===== src/rtl/regfile_seq_pkg.sv =====
// regfile_seq_pkg: shared definitions for the regfile instruction sequencer.
//   - opcode encodings of the 3-bit opcode field
//   - sequencer state enumeration
//   - instruction field positions and small field-extraction helpers
// Configuration macro: REGFILE_SEQ_ADDI_EN (opcode 101 legal as ADDI when defined).
package regfile_seq_pkg;

  // Opcodes, instruction bits [15:13]
  localparam logic [2:0] OP_ADD  = 3'b000;
  localparam logic [2:0] OP_SUB  = 3'b001;
  localparam logic [2:0] OP_AND  = 3'b010;
  localparam logic [2:0] OP_OR   = 3'b011;
  localparam logic [2:0] OP_XOR  = 3'b100;
  localparam logic [2:0] OP_ADDI = 3'b101;
  localparam logic [2:0] OP_ILL  = 3'b110;
  localparam logic [2:0] OP_HALT = 3'b111;

  // Instruction field positions (LSB of each field)
  localparam int unsigned OP_LSB  = 13;
  localparam int unsigned RD_LSB  = 10;
  localparam int unsigned RS0_LSB = 7;
  localparam int unsigned RS1_LSB = 4;
  localparam int unsigned IMM_LSB = 0;

  // Architectural register numbers with special meaning
  localparam logic [2:0] PC_REG   = 3'd7;
  localparam logic [2:0] ZERO_SEL = 3'd0;

  typedef enum logic [2:0] {
    S_WAIT,
    S_FETCH_PC,
    S_FETCH_REQ,
    S_DECODE,
    S_READ,
    S_EXEC,
    S_WB,
    S_HALTED
  } state_e;

  function automatic logic [2:0] field3(input logic [15:0] ins, input int unsigned lsb);
    return ins[lsb +: 3];
  endfunction

  function automatic logic [3:0] field_imm4(input logic [15:0] ins);
    return ins[IMM_LSB +: 4];
  endfunction

  // Opcodes the sequencer executes; everything else halts as illegal.
  function automatic logic op_is_legal(input logic [2:0] op);
    logic legal;
    case (op)
      OP_ADD, OP_SUB, OP_AND, OP_OR, OP_XOR, OP_HALT: legal = 1'b1;
`ifdef REGFILE_SEQ_ADDI_EN
      OP_ADDI: legal = 1'b1;
`endif
      default: legal = 1'b0;
    endcase
    return legal;
  endfunction

endpackage


===== src/rtl/regfile_seq_alu.sv =====
// regfile_seq_alu: combinational ALU of the regfile sequencer.
//   op     in  3   opcode
//   a      in  16  source operand 0 (rs0)
//   b      in  16  source operand 1 (rs1)
//   imm4   in  4   immediate (present only with REGFILE_SEQ_ADDI_EN)
//   result out 16  result, modulo 2^16, no flags
// Configuration macro: REGFILE_SEQ_ADDI_EN adds the ADDI path and the imm4 port.
module regfile_seq_alu
  import regfile_seq_pkg::*;
(
  input  logic [2:0]  op,
  input  logic [15:0] a,
  input  logic [15:0] b,
`ifdef REGFILE_SEQ_ADDI_EN
  input  logic [3:0]  imm4,
`endif
  output logic [15:0] result
);

  always_comb begin
    result = '0;
    case (op)
      OP_ADD:  result = a + b;
      OP_SUB:  result = a - b;
      OP_AND:  result = a & b;
      OP_OR:   result = a | b;
      OP_XOR:  result = a ^ b;
`ifdef REGFILE_SEQ_ADDI_EN
      OP_ADDI: result = a + {12'd0, imm4};
`endif
      default: result = '0;
    endcase
  end

endmodule


===== src/rtl/regfile_seq.sv =====
// regfile_seq: instruction sequencer driving a regfile from its control side.
// Fetches 16-bit instructions at the address in R7 (PC), decodes them, reads
// the two source registers, executes on regfile_seq_alu and writes back.
//   clk        in   system clock, all state updates on posedge
//   reset      in   synchronous active-high reset
//   mem_req    out  fetch request, held until mem_ack
//   mem_addr   out  fetch address (PC), holds last value when idle
//   mem_ack    in   fetch complete, mem_rdata valid this cycle
//   mem_rdata  in   fetched instruction
//   regr0s/regr1s out  regfile read selects
//   regr0/regr1   in   regfile read data (valid one cycle after select)
//   regws/regw/we out  regfile write select / data / enable
//   incr_pc    out  R7 += 2 strobe, one pulse per fetched instruction
//   halted     out  HALT or illegal opcode executed, sticky until reset
//   illegal    out  illegal opcode seen, sticky until reset
// Parameter RESET_WAIT (0..15): idle cycles after reset release before fetch.
// Configuration macro: REGFILE_SEQ_ADDI_EN (opcode 101 executes ADDI).
module regfile_seq
  import regfile_seq_pkg::*;
#(
  parameter int unsigned RESET_WAIT = 0
) (
  input  logic        clk,
  input  logic        reset,
  output logic        mem_req,
  output logic [15:0] mem_addr,
  input  logic        mem_ack,
  input  logic [15:0] mem_rdata,
  output logic [2:0]  regr0s,
  output logic [2:0]  regr1s,
  input  logic [15:0] regr0,
  input  logic [15:0] regr1,
  output logic [2:0]  regws,
  output logic [15:0] regw,
  output logic        we,
  output logic        incr_pc,
  output logic        halted,
  output logic        illegal
);

  localparam logic [3:0] WAIT_LAST = 4'(RESET_WAIT);

  state_e      state_q;
  logic [15:0] ir_q;
  logic [3:0]  wait_cnt_q;
  logic        mem_req_q;
  logic [15:0] mem_addr_q;
  logic [2:0]  regr0s_q;
  logic [2:0]  regr1s_q;
  logic [2:0]  regws_q;
  logic [15:0] regw_q;
  logic        we_q;
  logic        incr_pc_q;
  logic        halted_q;
  logic        illegal_q;

  logic [2:0]  ir_op;
  logic [2:0]  ir_rd;
  logic        ir_bad;
  logic        ir_stop;
  logic [15:0] alu_result;

  assign ir_op   = field3(ir_q, OP_LSB);
  assign ir_rd   = field3(ir_q, RD_LSB);
  assign ir_bad  = !op_is_legal(ir_op);
  assign ir_stop = (ir_op == OP_HALT) || ir_bad;

  // Source selects are launched straight from mem_rdata on the ack edge so
  // they are valid during DECODE; their copies in IR have no consumer.
`ifdef REGFILE_SEQ_ADDI_EN
  logic [5:0] unused_ir;
  assign unused_ir = {field3(ir_q, RS0_LSB), field3(ir_q, RS1_LSB)};
`else
  logic [9:0] unused_ir;
  assign unused_ir = {field3(ir_q, RS0_LSB), field3(ir_q, RS1_LSB), field_imm4(ir_q)};
`endif

  regfile_seq_alu u_alu (
    .op     (ir_op),
    .a      (regr0),
    .b      (regr1),
`ifdef REGFILE_SEQ_ADDI_EN
    .imm4   (field_imm4(ir_q)),
`endif
    .result (alu_result)
  );

  // Outputs are registered: each transition loads the values the next state
  // presents, so the regfile sees stable controls at the following negedge.
  always_ff @(posedge clk) begin
    if (reset) begin
      state_q    <= S_WAIT;
      ir_q       <= '0;
      wait_cnt_q <= '0;
      mem_req_q  <= 1'b0;
      mem_addr_q <= '0;
      regr0s_q   <= '0;
      regr1s_q   <= '0;
      regws_q    <= '0;
      regw_q     <= '0;
      we_q       <= 1'b0;
      incr_pc_q  <= 1'b0;
      halted_q   <= 1'b0;
      illegal_q  <= 1'b0;
    end else begin
      // Single-cycle strobes
      we_q      <= 1'b0;
      incr_pc_q <= 1'b0;

      case (state_q)
        S_WAIT: begin
          if (wait_cnt_q == WAIT_LAST) begin
            state_q  <= S_FETCH_PC;
            regr0s_q <= PC_REG;
          end else begin
            wait_cnt_q <= wait_cnt_q + 4'd1;
          end
        end

        S_FETCH_PC: begin
          state_q    <= S_FETCH_REQ;
          mem_req_q  <= 1'b1;
          mem_addr_q <= regr0;
        end

        S_FETCH_REQ: begin
          if (mem_ack) begin
            state_q   <= S_DECODE;
            ir_q      <= mem_rdata;
            mem_req_q <= 1'b0;
            incr_pc_q <= 1'b1;
            regr0s_q  <= field3(mem_rdata, RS0_LSB);
            regr1s_q  <= field3(mem_rdata, RS1_LSB);
          end
        end

        S_DECODE: begin
          if (ir_stop) begin
            state_q   <= S_HALTED;
            halted_q  <= 1'b1;
            illegal_q <= ir_bad;
          end else begin
            state_q <= S_READ;
          end
        end

        S_READ: state_q <= S_EXEC;

        S_EXEC: begin
          state_q <= S_WB;
          regws_q <= ir_rd;
          regw_q  <= alu_result;
          we_q    <= (ir_rd != ZERO_SEL);
        end

        S_WB: begin
          state_q  <= S_FETCH_PC;
          regr0s_q <= PC_REG;
        end

        S_HALTED: state_q <= S_HALTED;

        default: state_q <= S_WAIT;
      endcase
    end
  end

  assign mem_req  = mem_req_q;
  assign mem_addr = mem_addr_q;
  assign regr0s   = regr0s_q;
  assign regr1s   = regr1s_q;
  assign regws    = regws_q;
  assign regw     = regw_q;
  assign we       = we_q;
  assign incr_pc  = incr_pc_q;
  assign halted   = halted_q;
  assign illegal  = illegal_q;

endmodule


===== config.mk =====
export PLATFORM = sky130hd
export DESIGN_NAME = regfile_seq
export DESIGN_NICKNAME = d
export VERILOG_FILES = /design/src/rtl/regfile_seq_pkg.sv /design/src/rtl/regfile_seq_alu.sv /design/src/rtl/regfile_seq.sv
export SDC_FILE = /design/constraint.sdc
export NUM_CORES = 1
export LEC_CHECK = 0
export ABC_AREA = 1
export BUFFER_PORTS_ARGS = -buffer_cell sky130_fd_sc_hd__buf_2
export CORE_ASPECT_RATIO = 1.75
export CORE_UTILIZATION = 50
export CTS_BUF_LIST = sky130_fd_sc_hd__clkbuf_4 sky130_fd_sc_hd__clkbuf_8 sky130_fd_sc_hd__clkbuf_16
export CTS_CLUSTER_DIAMETER = 60
export DETAILED_ROUTE_END_ITERATION = 6
export GPL_ROUTABILITY_DRIVEN = 0
export PLACE_DENSITY = 0.78
export SYNTH_ARGS = -nofsm -noshare
export SYNTH_HDL_FRONTEND = slang
export SYNTH_SLANG_ARGS = --single-unit

===== constraint.sdc =====
create_clock -name clk -period 2.3 [get_ports clk]
set_input_delay 0.23 -clock clk [delete_from_list [all_inputs] [get_ports clk]]
set_output_delay 0.23 -clock clk [all_outputs]
set_load 0.02 [all_outputs]

### Yosys cells after proc, flatten, opt, wreduce, memory -nomap -nowiden

Cells that the tools add are included.
Widths: inputs -> output; s select.

* $add $sub $neg: 3
* eq/ne operators: 14
* muxes and demuxes: 12
* reduce and logical (&&, ||, !) cells: 17
* bitwise logic cells: 6

Operator list (number)
* $pmux 16 s5: 1
* $pmux 3 s8: 1
* $eq 3x3->1 const B: 6
* $add 16x16->16: 1
* $and 16x16->16: 1
* $or 16x16->16: 1
* $sub 16x16->16: 1
* $xor 16x16->16: 1
* $eq 3x2->1 const B: 4
* $mux 3: 4
* $reduce_and 2->1: 5
* $pmux 3 s3: 1
* $eq 3x1->1 const B: 2
* $logic_not 3->1: 2
* $reduce_bool 3->1: 2
* $reduce_or 6->1: 1
* $add 4x1->4 const B: 1
* $logic_not 4->1: 1
* $ne 2x2->1 const B: 2
* $reduce_or 2->1: 2
* $mux 1: 3
* $not 1->1: 3
* $reduce_and 3->1: 1
* $mux 2: 1
* other kinds (4): 4

* bits in registers: 69
* output and inout bits: 46

### Longest topological paths before layout

Gate-level depths: netlist of run 1.

* depth after elaboration: 7
* depth in mapped cells: 23
* gate-level depth less buffers: 23

### By module

A second synthesis of run 1 with hierarchy kept.

* cell total of the unflattened synthesis: 651
* area total of the unflattened synthesis: 4428.0 µm²

By module, submodules not included
* regfile_seq: cells each 290, sequential area each 1181.1 µm², area an instance 2258.4 µm², times used 1
* regfile_seq_alu: cells each 361, sequential area each 0.0 µm², area an instance 2169.6 µm², times used 1

### Worst setup path after synthesis of run 1

OpenSTA, ideal clock, no wires.

* kind: input -> register
* start point: input port regr1[0]
* end point: register regw_q[15] (netlist: regw[15])
* cell stages on the path: 22
* path buffers: 0
* setup slack: -102 ps
* arrival time: 2267 ps
* library setup time: 135 ps
* cell sequence: inv_1 ha_1 inv_1 nor2_1 inv_1 nor3_1 nand3_1 nand2_1 xor2_1 inv_1 ha_1 nand2_1 inv_1 nand2_1 nor3_1 nand2_1 nand2_1 nand3_1 nand3_1 nand2_1 nand2_1 a21oi_2

* longest elaborated chain between the ends: 2

Ends and longest elaborated chain
* start: declaration: RTL line regfile_seq.sv:32 `input logic [15:0] regr1,`
* $sub 16x16->16 / $add 16x16->16 (equally long branches): RTL line regfile_seq_alu.sv:24, regfile_seq_alu.sv:23
* $pmux 16 s5 (*): RTL line regfile_seq_alu.sv:22 `case (op)`
* end signal: assignment: RTL line regfile_seq.sv:152 `regw_q <= alu_result;`
* end: declaration: RTL line regfile_seq.sv:51 `logic [15:0] regw_q;`

Every way passes the cells marked *; elsewhere a longest branch is shown, timed or not.
A chain may end at the register's enable or synchronous reset.

### Worst setup path in the final report of run 1

* start point: register ir_q[13]
* end point: register regw_q[15] (netlist: regw[15])

* longest elaborated chain between the ends: 2

Ends and longest elaborated chain
* start: declaration: RTL line regfile_seq.sv:44 `logic [15:0] ir_q;`
* start signal: assignment: RTL line regfile_seq.sv:129 `ir_q <= mem_rdata;`
* $eq 3x3->1, or another cell as far along: RTL line regfile_seq_alu.sv:22
* $pmux 16 s5 (*): RTL line regfile_seq_alu.sv:22

Marked as above.

==> results of run 1 <==
-- cells by family (layout without fill, tap and decap cells) --
group / after synthesis / count (layout)
and+or+nand+nor: 258 / 258
AOI/OAI and AO/OA: 133 / 133
buffers and inverters: 110 / 262
DFF: 59 / 59
adders and majority gates: 51 / 51
xor gates and xnor gates: 15 / 15
-- registers in the layout, summed over array words and instances (netlist names), 3 cells and up --
register / cells
ir_q: 9
mem_addr: 16
regr0s: 3
regw: 16
regws: 3
state_q: 3
wait_cnt_q: 4
-- metrics by stage --
stage	cell area, sq um	std cells
finish	6075	893
global route	6075	893
CTS	5818	886
detailed placement	5249	860
global placement	5249	860
floorplan	4377	626
-- synth_stat cells, drive strengths merged --
library cell,n,area share
o211ai,1,0.0018
nand3b,5,0.0088
clkbuf,8,0.0070
dfxtp,59,0.28
xor2,14,0.029
a221oi,9,0.024
buf,13,0.020
nand2,148,0.13
inv,89,0.078
fa,1,0.0047
a31oi,2,0.0029
ha,50,0.15
xnor2,1,0.0020
o21bai,1,0.0018
nor2,66,0.061
o21ai,54,0.063
nor3,10,0.014
a21oi,61,0.081
a41oi,1,0.0020
o2111ai,2,0.0041
nand4,2,0.0029
o31ai,1,0.0018
o21a,1,0.0018
or2,4,0.0058
nand3,23,0.029
-- area by class of cell --
type / count / area (sq um)
multi-input combinational: 457 / 3078
fill: 600 / 2238
sequential: 59 / 1184
timing repair buffer: 158 / 1022
inverter: 89 / 359.1
clock buffer: 12 / 247.7
tap: 115 / 143.9
clock inverter: 3 / 40.04
-- worst reg2reg max path, delay by kind of cell (launching register included) --
kind	cells	cell delay [ps]
flops	1	340
compound gates	3	450
buf+inv	2	210
xor+xnor	1	160
fa+ha+maj	1	310
simple gates	10	880
-- worst paths after layout --
| path | from | end | cells past startpoint | slack [ps] |
|---|---|---|---|---|
| worst max-delay path | ir_q[13]$_SDFFE_PP0P_ | regw[15]$_SDFFE_PP0N_ | 17 | -160 |
| worst min-delay path | mem_rdata[10] | ir_q[10]$_SDFFE_PP0P_ | 3 | 150 |
| worst max register to register | ir_q[13]$_SDFFE_PP0P_ | regw[15]$_SDFFE_PP0N_ | 17 | -160 |
| worst min register to register | regr0s[0]$_SDFFE_PP0P_ | regr0s[0]$_SDFFE_PP0P_ | 2 | 440 |
-- power by group through the flow --
stage | logic (uW) | registers [uW] | clock network [uW]
floorplan | 622 | 1200 | 0
global placement | 1040 | 1140 | 0
detailed placement | 1070 | 1140 | 0
CTS | 1200 | 1130 | 1300
finish | 1360 | 1130 | 1310
global route | 1460 | 1130 | 1350
-- layer usage --
metal	share of wire	track usage
met1	0.38	0.3163
met4	0.044	0.1661
met2	0.53	0.5461
met3	0.047	0.03155
met5	0	0
-- repair_timing --
action,in CTS,in global routing
resized for setup,58,54
cloned,0,0
setup buffers,11,7
pin swaps,35,45
setup endpoints to repair,12,14
hold buffers,0,0
==> flow_summary.json, run 1 <==
{
  "clock-root-buffer": "clkbuf_16",
  "synth.distinct_cells": 38,
  "cp_max_fo": 8,
  "fin_nets": 876,
  "p_int_uw": 2518,
  "cts_max_level": 3,
  "core_area_sq_mm": 0.008313,
  "cts_tree": "done",
  "path_class": "reg -> reg",
  "grt_max_degree": 34,
  "layout_common_cells": "nand2_1, buf_2, inv_1",
  "synth-simple-area-share": 0.2547,
  "worstMarginPinSlew_ps": 904.6,
  "tns_ps": -1276,
  "track_usage": 0.2966,
  "violations": "negative setup slack",
  "max_cap_viol_count": 0,
  "fp.dieH_um": 124.5,
  "cp-end-kind": "register",
  "hp-class": "in -> reg",
  "synth_adder_area_share": 0.1505,
  "critPathSlowestCell": "dfxtp_2",
  "die-area_sq_mm": 0.008968,
  "synth_mux_area_frac": 0,
  "io_pins": 97,
  "path_buf_inv": 2,
  "cts_buffer_depth": 2,
  "worstPathCellList": "inv_2 > nor2_4 > nand2_4 > buf_12 > nand2_1 > xor2_1 > ha_1 > a21oi_2 > nand2_2 > nand2_2 > nand2_2 > a21oi_1 > nand2_1 > nand3_1 > nand2_1 > nand2_1 > a21oi_2",
  "cts_sinks": 59,
  "setup_viol": 14,
  "timing.fmax_mhz": 406.0,
  "outcome": "finished, violations left",
  "start_util": 0.5160,
  "synth_compound_area_frac": 0.1841,
  "grt_pass1_vias": 4755,
  "drv_slew": 0,
  "clk_pin_slew_ps": 50,
  "p_per_area_mw_per_mm2": 623.9,
  "die_x_um": 72.02,
  "cp.arrival_ps": 2670,
  "drc": 0,
  "hpwl_um": 9676,
  "routed-via-count": 4880,
  "synth_top_family_by_area": "simple AND/OR/NAND/NOR gates",
  "synth_cells": 626,
  "wl_per_cell_um": 15.36,
  "synth_area_sq_mm": 0.004289,
  "antenna_found_initial": 0,
  "area_delta_synth_final_pct": 41.63,
  "p_leak_uw": 0.003066,
  "routed_wirelength_um": 13720,
  "fin_skew_ps": 6.373,
  "synth_xor_area_frac": 0.03063,
  "first_iter_violations": 374,
  "fin_hold_ws_ps": 152.7,
  "layout_commonest_cell": "nand2_1",
  "detail-route-antenna-nets": 0,
  "cts_buffers": 9,
  "finish.utilization": 0.7307,
  "synth_seq_area_share": 0.2754,
  "slowest_delay_ps": 340,
  "critPathTopFamily": "simple AND/OR/NAND/NOR gates",
  "num_antenna_cells": 0,
  "slew_headroom": 0.3963,
  "clk_latency_ps": 330,
  "grt_overflow_total": 0,
  "syn_nets": 728,
  "pre_cts_slack_ps": -538.8,
  "cp_common_cell": "nand2_1",
  "p_sw_frac": 0.3355,
  "setup_slack_ps": -162.9,
  "required_ps": 2510,
  "seqPwrFrac": 0.297,
  "power_frac_comb": 0.358,
  "ir_worst_vdd_mv": 0.3569,
  "grt_pass1_wl_um": 21110,
  "postSynthAreaPerCell_sq_um": 6.852,
  "rows": 44,
  "routed_via_density": 5.465,
  "clkPwrFrac": 0.344,
  "p_sw_uw": 1272,
  "numPortBuffers": 92,
  "ys_seq_elements": 59,
  "power_uw": 3790,
  "period_share": 1.071,
  "hold_viol": 0,
  "rsz0062_at_grt": "yes",
  "ys_warn_count": 0,
  "drive_gt1_frac": 0.3766,
  "period_minus_slack_ps": 2463,
  "firstDrtPassIters": 6,
  "start_kind": "register"
}
No activity file was read; power rests on OpenSTA's default activity.
==> inputs of run 2 (changes only) <==
--- a/config.mk
+++ b/config.mk
@@ -18,2 +18,3 @@
 export SYNTH_HDL_FRONTEND = slang
 export SYNTH_SLANG_ARGS = --single-unit
+export TNS_END_PERCENT = 30
==> constraint.sdc (replaced) <==
create_clock -name clk -period 2.3 [get_ports clk]
set_input_delay 0.115 -clock clk [delete_from_list [all_inputs] [get_ports clk]]
set_output_delay 0.115 -clock clk [all_outputs]
set_load 0.02 [all_outputs]
==> run 2 against run 1 <==
Effect of this change: the run still ends with negative setup slack left; hold slack worse by 100 ps; wire length shrank 1.1%; clock-buffer cell count grew 3; final cell count decreased by 0.56%; register-to-register slack worse by 50 ps.
==> flow_summary.json, run 2 (same netlist as run 1, synthesis figures left out) <==
{
  "cp-end-kind": "register",
  "start_util": 0.5160,
  "die_x_um": 72.02,
  "hold_viol": 0,
  "routed_via_density": 5.394,
  "setup_viol": 13,
  "dpl.cell_count": 858,
  "placed_area_sq_mm": 0.005139,
  "start_kind": "register",
  "io_pins": 97,
  "path_class": "reg -> reg",
  "clock-root-buffer": "clkbuf_16",
  "rows": 44,
  "period_share": 1.092,
  "die-area_sq_mm": 0.008968,
  "grt_pass1_wl_um": 20610,
  "final_cell_area_sq_mm": 0.005851,
  "hpwl_um": 9578,
  "p_int_uw": 2480,
  "hp-class": "in -> reg",
  "p_per_area_mw_per_mm2": 635.0,
  "first_iter_violations": 364,
  "fin_skew_ps": 5.328,
  "hp-start": "mem_rdata[6]",
  "rsz0062_at_grt": "yes",
  "violations": "negative setup slack",
  "fin_nets": 870,
  "drv_slew": 0,
  "routed-via-count": 4790,
  "drc": 0,
  "seqPwrFrac": 0.303,
  "layout_commonest_cell": "nand2_1",
  "period_minus_slack_ps": 2511,
  "wl_per_cell_um": 15.27,
  "cts_tree": "done",
  "cp.arrival_ps": 2770,
  "layout_common_cells": "nand2_1, buf_2, inv_1",
  "fp.dieH_um": 124.5,
  "clk_latency_ps": 330,
  "p_sw_frac": 0.3324,
  "routed_wirelength_um": 13560,
  "area_delta_synth_final_pct": 36.41,
  "cp_max_fo": 6,
  "outcome": "finished, violations left",
  "cts_sinks": 59,
  "required_ps": 2560,
  "power_frac_comb": 0.344,
  "drive_gt1_frac": 0.3376,
  "num_antenna_cells": 0,
  "cts_buffers": 9,
  "firstDrtPassIters": 4,
  "cts_buffer_depth": 2,
  "ir_worst_vdd_mv": 0.3508,
  "startpoint": "ir_q[13]$_SDFFE_PP0P_",
  "grt_pass1_vias": 4689,
  "p_sw_uw": 1235,
  "cts_max_level": 3,
  "track_usage": 0.2895,
  "setup_slack_ps": -211.2,
  "reg2reg_from": "ir_q[13]$_SDFFE_PP0P_",
  "detail-route-antenna-nets": 0,
  "antenna_found_initial": 0,
  "core_area_sq_mm": 0.008313,
  "grt_overflow_total": 0,
  "worstMarginPinSlew_ps": 982.7,
  "clk_pin_slew_ps": 50,
  "p_leak_uw": 0.003029,
  "slew_headroom": 0.3442,
  "grt_max_degree": 39,
  "tns_ps": -1710,
  "max_cap_viol_count": 0,
  "timing.fmax_mhz": 398.2,
  "clkPwrFrac": 0.353,
  "instances_no_fill": 888,
  "numPortBuffers": 92,
  "fill_cells": 632
}
## run 2: changes by cell type in the layout (fill, tap and decap cells not counted), moves of 2 or more
cell      change
nand2_2      -15
nand2_1      +14
clkbuf_8      +4
inv_1         +4
buf_12        -3
buf_4         -3
nor2_4        -3
xor2_1        +3
xor2_2        -3
a21oi_1       -2
a21oi_2       +2
ha_1          +2
nor2_2        +2
## run 2: path summary, 6_finish.rpt
path | endpoint | slack (ps) | cells past startpoint
setup / recovery | regw[14]$_SDFFE_PP0N_ | -210 | 18
hold / removal | ir_q[6]$_SDFFE_PP0P_ | 50 | 3
setup reg to reg | regw[14]$_SDFFE_PP0N_ | -210 | 18
hold reg to reg | regr0s[1]$_SDFFE_PP0P_ | 450 | 2
## run 2: final cells by class
| type | count | area, sq um | share of cell area |
|---|---|---|---|
| clock inverter | 1 | 5.005 | 0.0008554 |
| sequential | 59 | 1184 | 0.2023 |
| clock buffer | 15 | 295.3 | 0.05047 |
| inverter | 89 | 336.6 | 0.05753 |
| timing repair buffer | 152 | 933.4 | 0.1595 |
| tap | 115 | 143.9 | 0.02459 |
| multi-input combinational | 457 | 2953 | 0.5047 |
## run 2: stage by stage
step                      utilization  total power, uW  hold WS (ps)  setup slack, ps
after floorplan                     -             1810         194.3           -4.018
after global placement         0.6182             2164         372.3           -354.0
after detailed placement       0.6182             2198         377.9           -433.5
after CTS                      0.6738             3566         43.02           -164.2
after global routing           0.7038             3869         63.15           -366.0
final                          0.7038             3715         48.45           -211.2
## run 2: worst max-delay path, cell delays in order, from the launching register on
cell     delay [ps]
dfxtp_2         330
inv_2            50
nor2_4          110
nand2_4         110
inv_4           110
nor2_4           60
a21oi_4         160
o21ai_2          80
xor2_1          220
ha_4            270
a21oi_1         150
o21ai_1         110
nor2_2          140
nand2_1          60
nand2_1          60
nand3_1          80
nand2_1         130
nand2_1          80
a21oi_2         140
## run 2: power groups by stage
stage / clock (uW) / sequential, uW / combinational, uW
finish: 1310 / 1130 / 1280
global route: 1350 / 1130 / 1390
CTS: 1310 / 1120 / 1130
detailed placement: 0 / 1140 / 1060
global placement: 0 / 1140 / 1020
floorplan: 0 / 1200 / 608
## run 2: layer usage
metal / vias up / global-route usage / part of all wire
met2: 202 / 0.5372 / 0.53
met4: 0 / 0.1638 / 0.039
met5: - / 0 / 0
met1: 2229 / 0.2972 / 0.37
li1: 2311 / - / -
met3: 48 / 0.04207 / 0.056
## run 2: timing repair
action | 4_1_cts | 5_1_grt
gates cloned | 0 | 0
gates resized for setup | 26 | 59
hold buffers | 0 | 0
setup buffers | 8 | 6
endpoints found under the setup margin | 13 | 13
pin swaps | 16 | 38
==> inputs of run 3 (changes only) <==
SKIP_LAST_GASP = 1   (was unset)
==> run 3 against run 2 <==
Effect of this change: the run still ends with negative setup slack left; sequential share of layout area grew 0.069 points; combinational power is essentially flat; wire length grew 1.0%; first-iteration DRC count shrank 3.8%; clock-buffer cell count is the same; sequential cell count is the same; largest cell class unchanged; largest power group unchanged; clock skew shrank 1.1 ps; register-to-register slack lost 110 ps; via count grew 1.3%; global-route usage shrank 0.083 points; sequential power is essentially flat; critical endpoint is now regw[13]$_SDFFE_PP0N_.
==> flow_summary.json, run 3 (same netlist as run 1, synthesis figures left out) <==
{
  "routed_wirelength_um": 13700,
  "area_delta_synth_final_pct": 35.94,
  "io_pins": 97,
  "first_iter_violations": 350,
  "fin_nets": 871,
  "routed_via_density": 5.460,
  "grt_overflow_total": 0,
  "outcome": "finished, violations left",
  "start_util": 0.5160,
  "drv_slew": 0,
  "fin_skew_ps": 4.249,
  "cp.arrival_ps": 2880,
  "worstMarginPinSlew_ps": 1001,
  "tns_ps": -2048,
  "core_area_sq_mm": 0.008313,
  "num_antenna_cells": 0,
  "cts_tree": "done",
  "max_cap_viol_count": 0,
  "path_class": "reg -> reg",
  "cts_max_level": 3,
  "layout_common_cells": "nand2_1, buf_2, inv_1",
  "die_x_um": 72.02,
  "clk_latency_ps": 330,
  "fin_hold_ws_ps": 46.07,
  "clk_pin_slew_ps": 50,
  "pre_cts_slack_ps": -433.5,
  "cts_buffers": 9,
  "cp_max_fo": 6,
  "required_ps": 2560,
  "rows": 44,
  "finish.utilization": 0.7014,
  "die-area_sq_mm": 0.008968,
  "rsz0062_at_grt": "yes",
  "numPortBuffers": 92,
  "start_kind": "register",
  "track_usage": 0.2887,
  "cts_sinks": 59,
  "power_uw": 3699,
  "fp.dieH_um": 124.5,
  "period_minus_slack_ps": 2617,
  "firstDrtPassIters": 6,
  "timing.fmax_mhz": 382.1,
  "ir_worst_vdd_mv": 0.3520,
  "layout_commonest_cell": "nand2_1",
  "setup_slack_ps": -317.0,
  "clock-root-buffer": "clkbuf_16",
  "p_per_area_mw_per_mm2": 634.5,
  "grt_pass1_wl_um": 20560,
  "reg2reg_depth": 18,
  "hold_viol": 0,
  "hp-class": "in -> reg",
  "cts_buffer_depth": 2,
  "grt_pass1_vias": 4673,
  "setup_viol": 13,
  "holdPathStages": 3,
  "antenna_found_initial": 0,
  "grt_max_degree": 39,
  "violations": "negative setup slack",
  "drive_gt1_frac": 0.3282,
  "p_leak_uw": 0.003032,
  "cp-end-kind": "register",
  "wl_per_cell_um": 15.41,
  "drc": 0,
  "hpwl_um": 9578,
  "slew_headroom": 0.3316,
  "period_share": 1.138,
  "detail-route-antenna-nets": 0,
  "routed-via-count": 4854
}
run 3: critical path, stage by stage (launching register included):
cell	delay (ps)
dfxtp_2	330
inv_2	50
nor2_4	110
nand2_4	120
buf_6	150
buf_6	120
o21ai_1	100
xor2_1	190
ha_1	320
nand2_1	120
nand2_2	60
o21bai_1	170
nor2_1	170
nand2_1	90
nand2_1	80
nand3_1	90
nand2_1	110
nand2_1	70
a21oi_2	100
run 3: timing repair:
action,CTS,global route
gates resized for setup,23,53
setup buffers,8,7
pin swaps,16,36
endpoints found under the setup margin,13,13
endpoints found under the hold margin,0,0
hold buffers,0,0
run 3: stage by stage:
stage | area [sq um] | cells
final | 5831 | 889
after global routing | 5831 | 889
after CTS | 5595 | 882
after detailed placement | 5139 | 858
after global placement | 5139 | 858
after floorplan | 4307 | 626
run 3: metal layers:
metal / vias up / track usage / share of wire
met3: 57 / 0.04126 / 0.050
met4: 0 / 0.1626 / 0.050
met2: 218 / 0.5344 / 0.52
met1: 2267 / 0.2982 / 0.38
met5: - / 0 / 0
li1: 2312 / - / -
run 3: area by class of cell:
type	count	area (sq um)
Timing Repair Buffer	153	944.7
Fill cell	642	2482
Tap cell	115	143.9
Inverter	89	336.6
Sequential cell	59	1184
Clock inverter	1	5.005
Clock buffer	15	295.3
Multi-Input combinational cell	457	2922
run 3: worst paths after layout:
kind / from / to / slack (ps)
min reg2reg: regr0s[1]$_SDFFE_PP0P_ / regr0s[1]$_SDFFE_PP0P_ / 450
max reg2reg: ir_q[13]$_SDFFE_PP0P_ / regw[13]$_SDFFE_PP0N_ / -320
min: mem_rdata[6] / ir_q[6]$_SDFFE_PP0P_ / 50
max: ir_q[13]$_SDFFE_PP0P_ / regw[13]$_SDFFE_PP0N_ / -320
run 3: power by group:
group	total (uW)	switching, uW	internal [uW]
Sequential	1120	36.4	1090
Clock	1310	440	867
Combinational	1270	750	517
Total	3700	1230	2470
